**config.mk**
```make
export PLATFORM = sky130hd
export DESIGN_NAME = meas_sequencer
export DESIGN_NICKNAME = d
export VERILOG_FILES = /design/src/rtl/meas_sequencer.sv
export SDC_FILE = /design/constraint.sdc
export NUM_CORES = 1
export LEC_CHECK = 0
export ABC_CLOCK_PERIOD_IN_PS = 2400
export CAP_MARGIN = 20
export CORE_MARGIN = 2
export CORE_UTILIZATION = 30
export DETAILED_ROUTE_END_ITERATION = 10
export GPL_TIMING_DRIVEN = 0
export PLACE_DENSITY_LB_ADDON = 0.25
export SLEW_MARGIN = 20
export SYNTH_ARGS = -nofsm -noshare
export SYNTH_HDL_FRONTEND = slang
export SYNTH_SLANG_ARGS = --single-unit
```
**constraint.sdc**
```tcl
create_clock -name clk -period 2.4 [get_ports clk]
set_input_delay 0.24 -clock clk [delete_from_list [all_inputs] [get_ports clk]]
set_output_delay 0.24 -clock clk [all_outputs]
set_load 0.1 [all_outputs]
```
**src/rtl/meas_sequencer.sv**
```systemverilog
// Measurement-batch sequencer for the DSP time-of-arrival processor.
// Runs 2^NAVG_LOG2 settle/run measurements, accumulates hits and reports the batch average.
module meas_sequencer #(
    parameter int TIM_W     = 14,
    parameter int NAVG_LOG2 = 2,
    parameter int WINDOW    = 4096,
    parameter int SETTLE    = 4
) (
    input  logic                    clk,
    input  logic                    rst,
    input  logic                    start,
    input  logic                    abort,
    input  logic signed [TIM_W-1:0] dsp_tim,
    input  logic                    dsp_rdy,
    output logic                    dsp_ena,
    output logic                    dsp_rst,
    output logic                    busy,
    output logic                    done,
    output logic signed [TIM_W-1:0] result,
    output logic [NAVG_LOG2:0]      hits,
    output logic                    timeout
);
    localparam int NMEAS = 2 ** NAVG_LOG2;
    localparam int ACC_W = TIM_W + NAVG_LOG2;
    localparam int CNT_W = NAVG_LOG2 + 1;
    localparam int WIN_W = (WINDOW > 1) ? $clog2(WINDOW) : 1;
    localparam int SET_W = (SETTLE > 1) ? $clog2(SETTLE) : 1;

    typedef enum logic [1:0] {
        ST_IDLE   = 2'd0,
        ST_SETTLE = 2'd1,
        ST_RUN    = 2'd2,
        ST_FINISH = 2'd3
    } state_t;

    state_t                    state_r, state_s;
    logic [SET_W-1:0]          settle_cnt_r, settle_cnt_s;
    logic [WIN_W-1:0]          win_cnt_r, win_cnt_s;
    logic [CNT_W-1:0]          meas_cnt_r, meas_cnt_s;
    logic [CNT_W-1:0]          hit_cnt_r, hit_cnt_s;
    logic signed [ACC_W-1:0]   acc_r, acc_s;
    logic signed [TIM_W-1:0]   result_r, result_s;
    logic [CNT_W-1:0]          hits_r, hits_s;
    logic                      timeout_r, timeout_s;
    logic signed [ACC_W-1:0]   tim_ext_s, acc_sum_s;

    assign tim_ext_s = {{NAVG_LOG2{dsp_tim[TIM_W-1]}}, dsp_tim};
    assign acc_sum_s = acc_r + tim_ext_s;

    // Next-state and datapath update for the batch sequencer
    always_comb begin
        state_s      = state_r;
        settle_cnt_s = settle_cnt_r;
        win_cnt_s    = win_cnt_r;
        meas_cnt_s   = meas_cnt_r;
        hit_cnt_s    = hit_cnt_r;
        acc_s        = acc_r;
        result_s     = result_r;
        hits_s       = hits_r;
        timeout_s    = timeout_r;
        case (state_r)
            ST_IDLE: begin
                if (start && !abort) begin
                    state_s      = ST_SETTLE;
                    settle_cnt_s = {SET_W{1'b0}};
                    meas_cnt_s   = {CNT_W{1'b0}};
                    hit_cnt_s    = {CNT_W{1'b0}};
                    acc_s        = {ACC_W{1'b0}};
                end else begin
                    state_s = ST_IDLE;
                end
            end
            ST_SETTLE: begin
                if (settle_cnt_r == SET_W'(SETTLE - 1)) begin
                    state_s   = ST_RUN;
                    win_cnt_s = {WIN_W{1'b0}};
                end else begin
                    settle_cnt_s = settle_cnt_r + SET_W'(1);
                end
            end
            ST_RUN: begin
                if (dsp_rdy || (win_cnt_r == WIN_W'(WINDOW - 1))) begin
                    meas_cnt_s   = meas_cnt_r + CNT_W'(1);
                    settle_cnt_s = {SET_W{1'b0}};
                    // A ready on the last window cycle still counts as a hit
                    if (dsp_rdy) begin
                        acc_s     = acc_sum_s;
                        hit_cnt_s = hit_cnt_r + CNT_W'(1);
                    end else begin
                        acc_s     = acc_r;
                        hit_cnt_s = hit_cnt_r;
                    end
                    if (meas_cnt_r == CNT_W'(NMEAS - 1)) begin
                        state_s = ST_FINISH;
                        hits_s  = hit_cnt_s;
                        if (hit_cnt_s == CNT_W'(NMEAS)) begin
                            result_s  = acc_s[ACC_W-1:NAVG_LOG2];
                            timeout_s = 1'b0;
                        end else begin
                            result_s  = {TIM_W{1'b0}};
                            timeout_s = 1'b1;
                        end
                    end else begin
                        state_s = ST_SETTLE;
                    end
                end else begin
                    win_cnt_s = win_cnt_r + WIN_W'(1);
                end
            end
            ST_FINISH: begin
                state_s = ST_IDLE;
            end
            default: begin
                state_s = ST_IDLE;
            end
        endcase
        // Abort discards the batch, including any result staged this cycle
        if (abort) begin
            state_s   = ST_IDLE;
            result_s  = result_r;
            hits_s    = hits_r;
            timeout_s = timeout_r;
        end else begin
            state_s = state_s;
        end
    end

    // State and datapath registers with synchronous active-low reset
    always_ff @(posedge clk) begin
        if (!rst) begin
            state_r      <= ST_IDLE;
            settle_cnt_r <= {SET_W{1'b0}};
            win_cnt_r    <= {WIN_W{1'b0}};
            meas_cnt_r   <= {CNT_W{1'b0}};
            hit_cnt_r    <= {CNT_W{1'b0}};
            acc_r        <= {ACC_W{1'b0}};
            result_r     <= {TIM_W{1'b0}};
            hits_r       <= {CNT_W{1'b0}};
            timeout_r    <= 1'b0;
        end else begin
            state_r      <= state_s;
            settle_cnt_r <= settle_cnt_s;
            win_cnt_r    <= win_cnt_s;
            meas_cnt_r   <= meas_cnt_s;
            hit_cnt_r    <= hit_cnt_s;
            acc_r        <= acc_s;
            result_r     <= result_s;
            hits_r       <= hits_s;
            timeout_r    <= timeout_s;
        end
    end

    assign dsp_ena = (state_r == ST_RUN);
    assign dsp_rst = (state_r == ST_RUN);
    assign busy    = (state_r != ST_IDLE);
    assign done    = (state_r == ST_FINISH);
    assign result  = result_r;
    assign hits    = hits_r;
    assign timeout = timeout_r;
endmodule

```
# == Word-level counts from Yosys, hierarchy flattened ==
# Index checks and enable logic that the tools add are counted.
# classes
shifts,0
n_bitwise,2
n_eq_ne,13
n_lt_le_gt_ge,0
reduce_logical,15
multipliers,0
div_mod_pow,0
addsub,5
muxes,26
# op_table
op,n
$mux 16,3
$pmux 16 s2,1
$mux 12,2
$pmux 12 s2,1
$mux 3,6
$add 16x14->16,1
$mux 14,1
$add 12x1->12 const B,1
$eq 12x12->1 const B,1
$mux 2,6
$pmux 3 s2,2
$reduce_and 4->1,3
$ne 2x2->1 const B,5
$pmux 2 s4,1
$add 3x1->3 const B,2
$eq 2x2->1 const B,3
$pmux 2 s3,1
$reduce_and 3->1,2
$reduce_bool 2->1,3
$eq 3x2->1 const B,1
$eq 3x3->1 const B,1
$reduce_bool 3->1,1
$add 2x1->2 const B,1
$eq 2x1->1 const B,1
9 further kinds,11
# word_totals
register_bits,56
mem_bits_rw,0
latch_bits,0
word_cells,71
n_memories,0
mem_bits_ro,0

# == Logic depth before layout (Yosys ltp) ==
# logic_depth
depth_word,6
ltp_mapped,9
ltp_nobuf,8

# == Worst setup path after synthesis ==
# Ideal clock, no wire load.
# synth_timing
path_type,flip-flop to output port
startpoint,register state_r[0]
endpoint,output port dsp_rst
required_ps,2160
setup_slack_ps,-45
stages_incl_launch_ff,6
arrival_ps,2205
path_cell_list,dfxtp_1 clkbuf_1 nand2b_1 inv_1 clkbuf_1 buf_4
# synth_between
elab_chain_len,1
# synth_rtl
element,line_no,text
start: declaration,36,"state_t state_r, state_s;"
start signal: assignment,141,state_r <= state_s;
$eq 2x2->1,n/a,
end: declaration,16,"output logic dsp_rst,"
# Every way passes these cells.

# == Worst setup path after layout ==
# layout_timing
startpoint,register acc_r[0]
endpoint,register acc_r[12]
# layout_between
elab_chain_len,4
# layout_rtl
element,line_no,text
start: declaration,41,"logic signed [ACC_W-1:0] acc_r, acc_s;"
start signal: assignment,136,acc_r <= {ACC_W{1'b0}};
start signal: assignment,146,acc_r <= acc_s;
$add 16x14->16,48,assign acc_sum_s = acc_r + tim_ext_s;
$mux 16,86,if (dsp_rdy) begin
$mux 16,82,if (dsp_rdy || (win_cnt_r == WIN_W'(WINDOW - 1))) begin
$pmux 16 s2,61,case (state_r)
# Every way passes these cells. The select of a mux whose other input is x is not followed.
# A chain may end at the register's enable or synchronous reset.

==> impl_metrics.env <==
export IMPL_outcome="complete, no violations"
export IMPL_place_hpwl_microns=6090
export IMPL_setup_viol=0
export IMPL_gr_total_overflow=0
export IMPL_fin_crit_sh_pct=97.5
export IMPL_clock_latency_ns=0.31
export IMPL_vias_per_cell=5.13
export IMPL_r2r_end="acc_r[12]$_SDFFE_PN0P_"
export IMPL_ir_drop_mv=0.254
export IMPL_firstDrtPassIters=6
export IMPL_numCtsBuffers=5
export IMPL_die_w_microns=108
export IMPL_r2r_start="acc_r[0]$_SDFFE_PN0P_"
export IMPL_io_pins=41
export IMPL_gp_congestion=0.842
export IMPL_whs_endpoint="win_cnt_r[3]$_SDFFE_PN0P_"
export IMPL_synth_seq_area_share_pct=34.8
export IMPL_critical_path_class="flop to flop"
export IMPL_drive_gt1_share_pct=7.16
export IMPL_cts_sinks=56
export IMPL_totalWireLength_microns=8190
export IMPL_avgSynthCellArea_sq_um=8.41
export IMPL_n_antenna_cell=0
export IMPL_synth_fp_nets=423
export IMPL_grt_pass1_vias=2887
export IMPL_clockRootBuffer="clkbuf_8"
export IMPL_final_cell_mix="dfxtp_1, nor2_1, nand2_1"
export IMPL_arrival_ns=2.55
export IMPL_syn_to_final_growth_pct=21.8
export IMPL_rsz0062_at_grt="true"
export IMPL_crit_fanout=3
export IMPL_grt_pass1_wl_microns=13700
export IMPL_drt_iter0_markers=112
export IMPL_antenna_found_initial=0
export IMPL_grt_usage_pct=14.7
export IMPL_worst_slew_pin_slew_ns=1.04
export IMPL_powerDensity_nw_per_um2=419
export IMPL_wl_per_cell_microns=14.4
export IMPL_syn_area_sq_um=3220
export IMPL_die_h_microns=108
export IMPL_drv_slew=0
export IMPL_route_detailed_drc=0
export IMPL_ys_seq_elements=56
export IMPL_maxSlewHeadroom_pct=30.8
export IMPL_hp_start="rst"
export IMPL_grt_max_degree=17
export IMPL_htree_levels=2
export IMPL_crit_path_end_kind="flop"
export IMPL_layout_commonest_cell="dfxtp_1"
export IMPL_vias=2917
export IMPL_row_count=37
export IMPL_fin_hold_ws_ns=0.387
export IMPL_synthFlopType="dfxtp_1"
export IMPL_r2r_slack_ns=0.06
export IMPL_clkTransAtPathRegs_ns=0.10
export IMPL_cp_start_kind="flop"
export IMPL_cts_tree="built"
export IMPL_async_reset_ff_share_pct=0
export IMPL_power_mw=1.64
export IMPL_period_needed_ns=2.34
export IMPL_skew_ns=0.00859
export IMPL_start_util_pct=31.1
export IMPL_io_buffers=39
export IMPL_synth_edf_count=0
export IMPL_nets=472
export IMPL_postRouteAntennaNets=0
export IMPL_ff2ff_path_depth=8
export IMPL_critPathRequiredTime_ns=2.61
export IMPL_dieArea_sq_um=11600
export IMPL_hold_path_class="input pin to flop"
export IMPL_syn_instance_count=383
export IMPL_max_freq_ghz=0.427
export IMPL_cap_violations=0
export IMPL_min_path_cells=3
export IMPL_clockBufferDepth=2
export IMPL_fill_cells=1140
export IMPL_yosysWarnings=0
export IMPL_core_area_sq_um=10400
export IMPL_hold_viol=0
export IMPL_ys_types=53
export IMPL_leakagePower_nw=1.50
-- stage by stage --
| stage | area, sq um | setup slack [ns] | std cells | TNS, ns | utilization, % |
|---|---|---|---|---|---|
| after global placement | 3780 | -0.510 | 558 | -3.87 | 36.5 |
| after global routing | 3920 | -0.0955 | 569 | -0.132 | 37.8 |
| after floorplan | 3220 | 0.0936 | 383 | 0 | - |
| after CTS | 3910 | 0.0160 | 568 | 0 | 37.7 |
| final | 3920 | 0.0594 | 569 | 0 | 37.8 |
| after detailed placement | 3780 | -0.529 | 558 | -3.80 | 36.5 |
-- synth_stat cells (all sizes together) (2+ instances only) --
cell type,n,area share (%)
a2bb2oi,6,1.6
clkbuf,9,1.0
a2111oi,5,1.6
a221o,2,0.62
nor3,10,1.6
a21oi,30,4.7
a22o,6,1.6
xnor2,20,5.4
and2,5,0.97
nand2,36,4.2
o211ai,2,0.47
nor2,48,5.7
a211oi,3,0.70
inv,10,1.2
nand4,6,1.6
nand3,8,1.2
o31ai,5,1.6
ha,20,7.8
dfxtp,56,35
a32oi,8,2.2
a31oi,2,0.39
xor2,6,1.6
nor3b,2,0.47
nand2b,6,1.2
nand3b,3,0.70
nor4,5,0.97
buf,6,0.97
mux2i,10,3.1
a21boi,4,0.93
or3,2,0.39
a21o,8,1.9
o21ai,21,3.3
-- worst max-delay path, cell delays in order, from the launching register on --
cell	delay, ns
dfxtp_2	0.35
ha_4	0.16
fa_2	0.35
a21o_1	0.20
a221o_1	0.35
a221o_1	0.32
a21o_1	0.19
xor2_1	0.14
a22o_1	0.17
-- sequential cells by signal, indices dropped and copies added (netlist names) --
name          flops
acc_r            16
settle_cnt_r      2
hit_cnt_r         3
state_r           2
meas_cnt_r        3
hits              3
win_cnt_r        12
timeout           1
result           14
-- logic make-up (layout without fill, tap and decap cells) --
| group | after synthesis | in the layout | share of synthesized area, % |
|---|---|---|---|
| AND/OR/NAND/NOR | 138 | 138 | 20.6 |
| AO/OA/AOI/OAI | 106 | 106 | 22.5 |
| flip-flops | 56 | 56 | 34.8 |
| XOR/XNOR | 26 | 26 | 7.07 |
| buffers and inverters | 25 | 75 | 3.18 |
| adder cells (fa/ha/maj) | 21 | 21 | 8.39 |
| multiplexers | 11 | 11 | 3.46 |
-- per-layer routing --
metal / track usage [%] / vias up / wire, microns
met5: 0 / - / 0
met2: 24.5 / 59 / 3810
met1: 19.8 / 1361 / 4000
met3: 2.24 / 9 / 296
met4: 3.57 / 0 / 81
li1: - / 1488 / -
-- worst max path at each step --
stage	from	to	slack, ns	cells past startpoint
CTS	acc_r[0]$_SDFFE_PN0P_	acc_r[12]$_SDFFE_PN0P_	0.02	8
finish	acc_r[0]$_SDFFE_PN0P_	acc_r[12]$_SDFFE_PN0P_	0.06	8
global route	win_cnt_r[0]$_SDFFE_PN0P_	acc_r[15]$_SDFFE_PN0P_	-0.1	7
global placement	dsp_tim[0]	acc_r[8]$_SDFFE_PN0P_	-0.51	9
detailed placement	dsp_tim[0]	acc_r[8]$_SDFFE_PN0P_	-0.53	9
floorplan	acc_r[0]$_SDFFE_PN0P_	acc_r[8]$_SDFFE_PN0P_	0.09	8
-- timing repair --
item	in CTS	in global routing
setup endpoints to repair	9	9
pin swaps	7	2
hold buffers	0	0
gates resized for setup	14	6
buffers inserted	2	1
-- layout make-up --
cell class              count  area (sq um)  share of cell area, %
plain buffers              15          66.3                   1.69
well taps                 136           170                   4.34
flip-flops and latches     56          1120                   28.6
repair buffers             42           404                   10.3
clock buffers               7          86.3                   2.20
inverters                  10          37.5                  0.957
clock inverters             1          7.51                  0.191
multi-input cells         302          2030                   51.7
-- power breakdown --
part | switching [mW] | internal, mW | total, mW
clock network | 0.312 | 0.236 | 0.548
registers | 0.00104 | 0.930 | 0.931
logic | 0.0985 | 0.0664 | 0.165
Note: power is estimated with default switching activity, not from simulation.
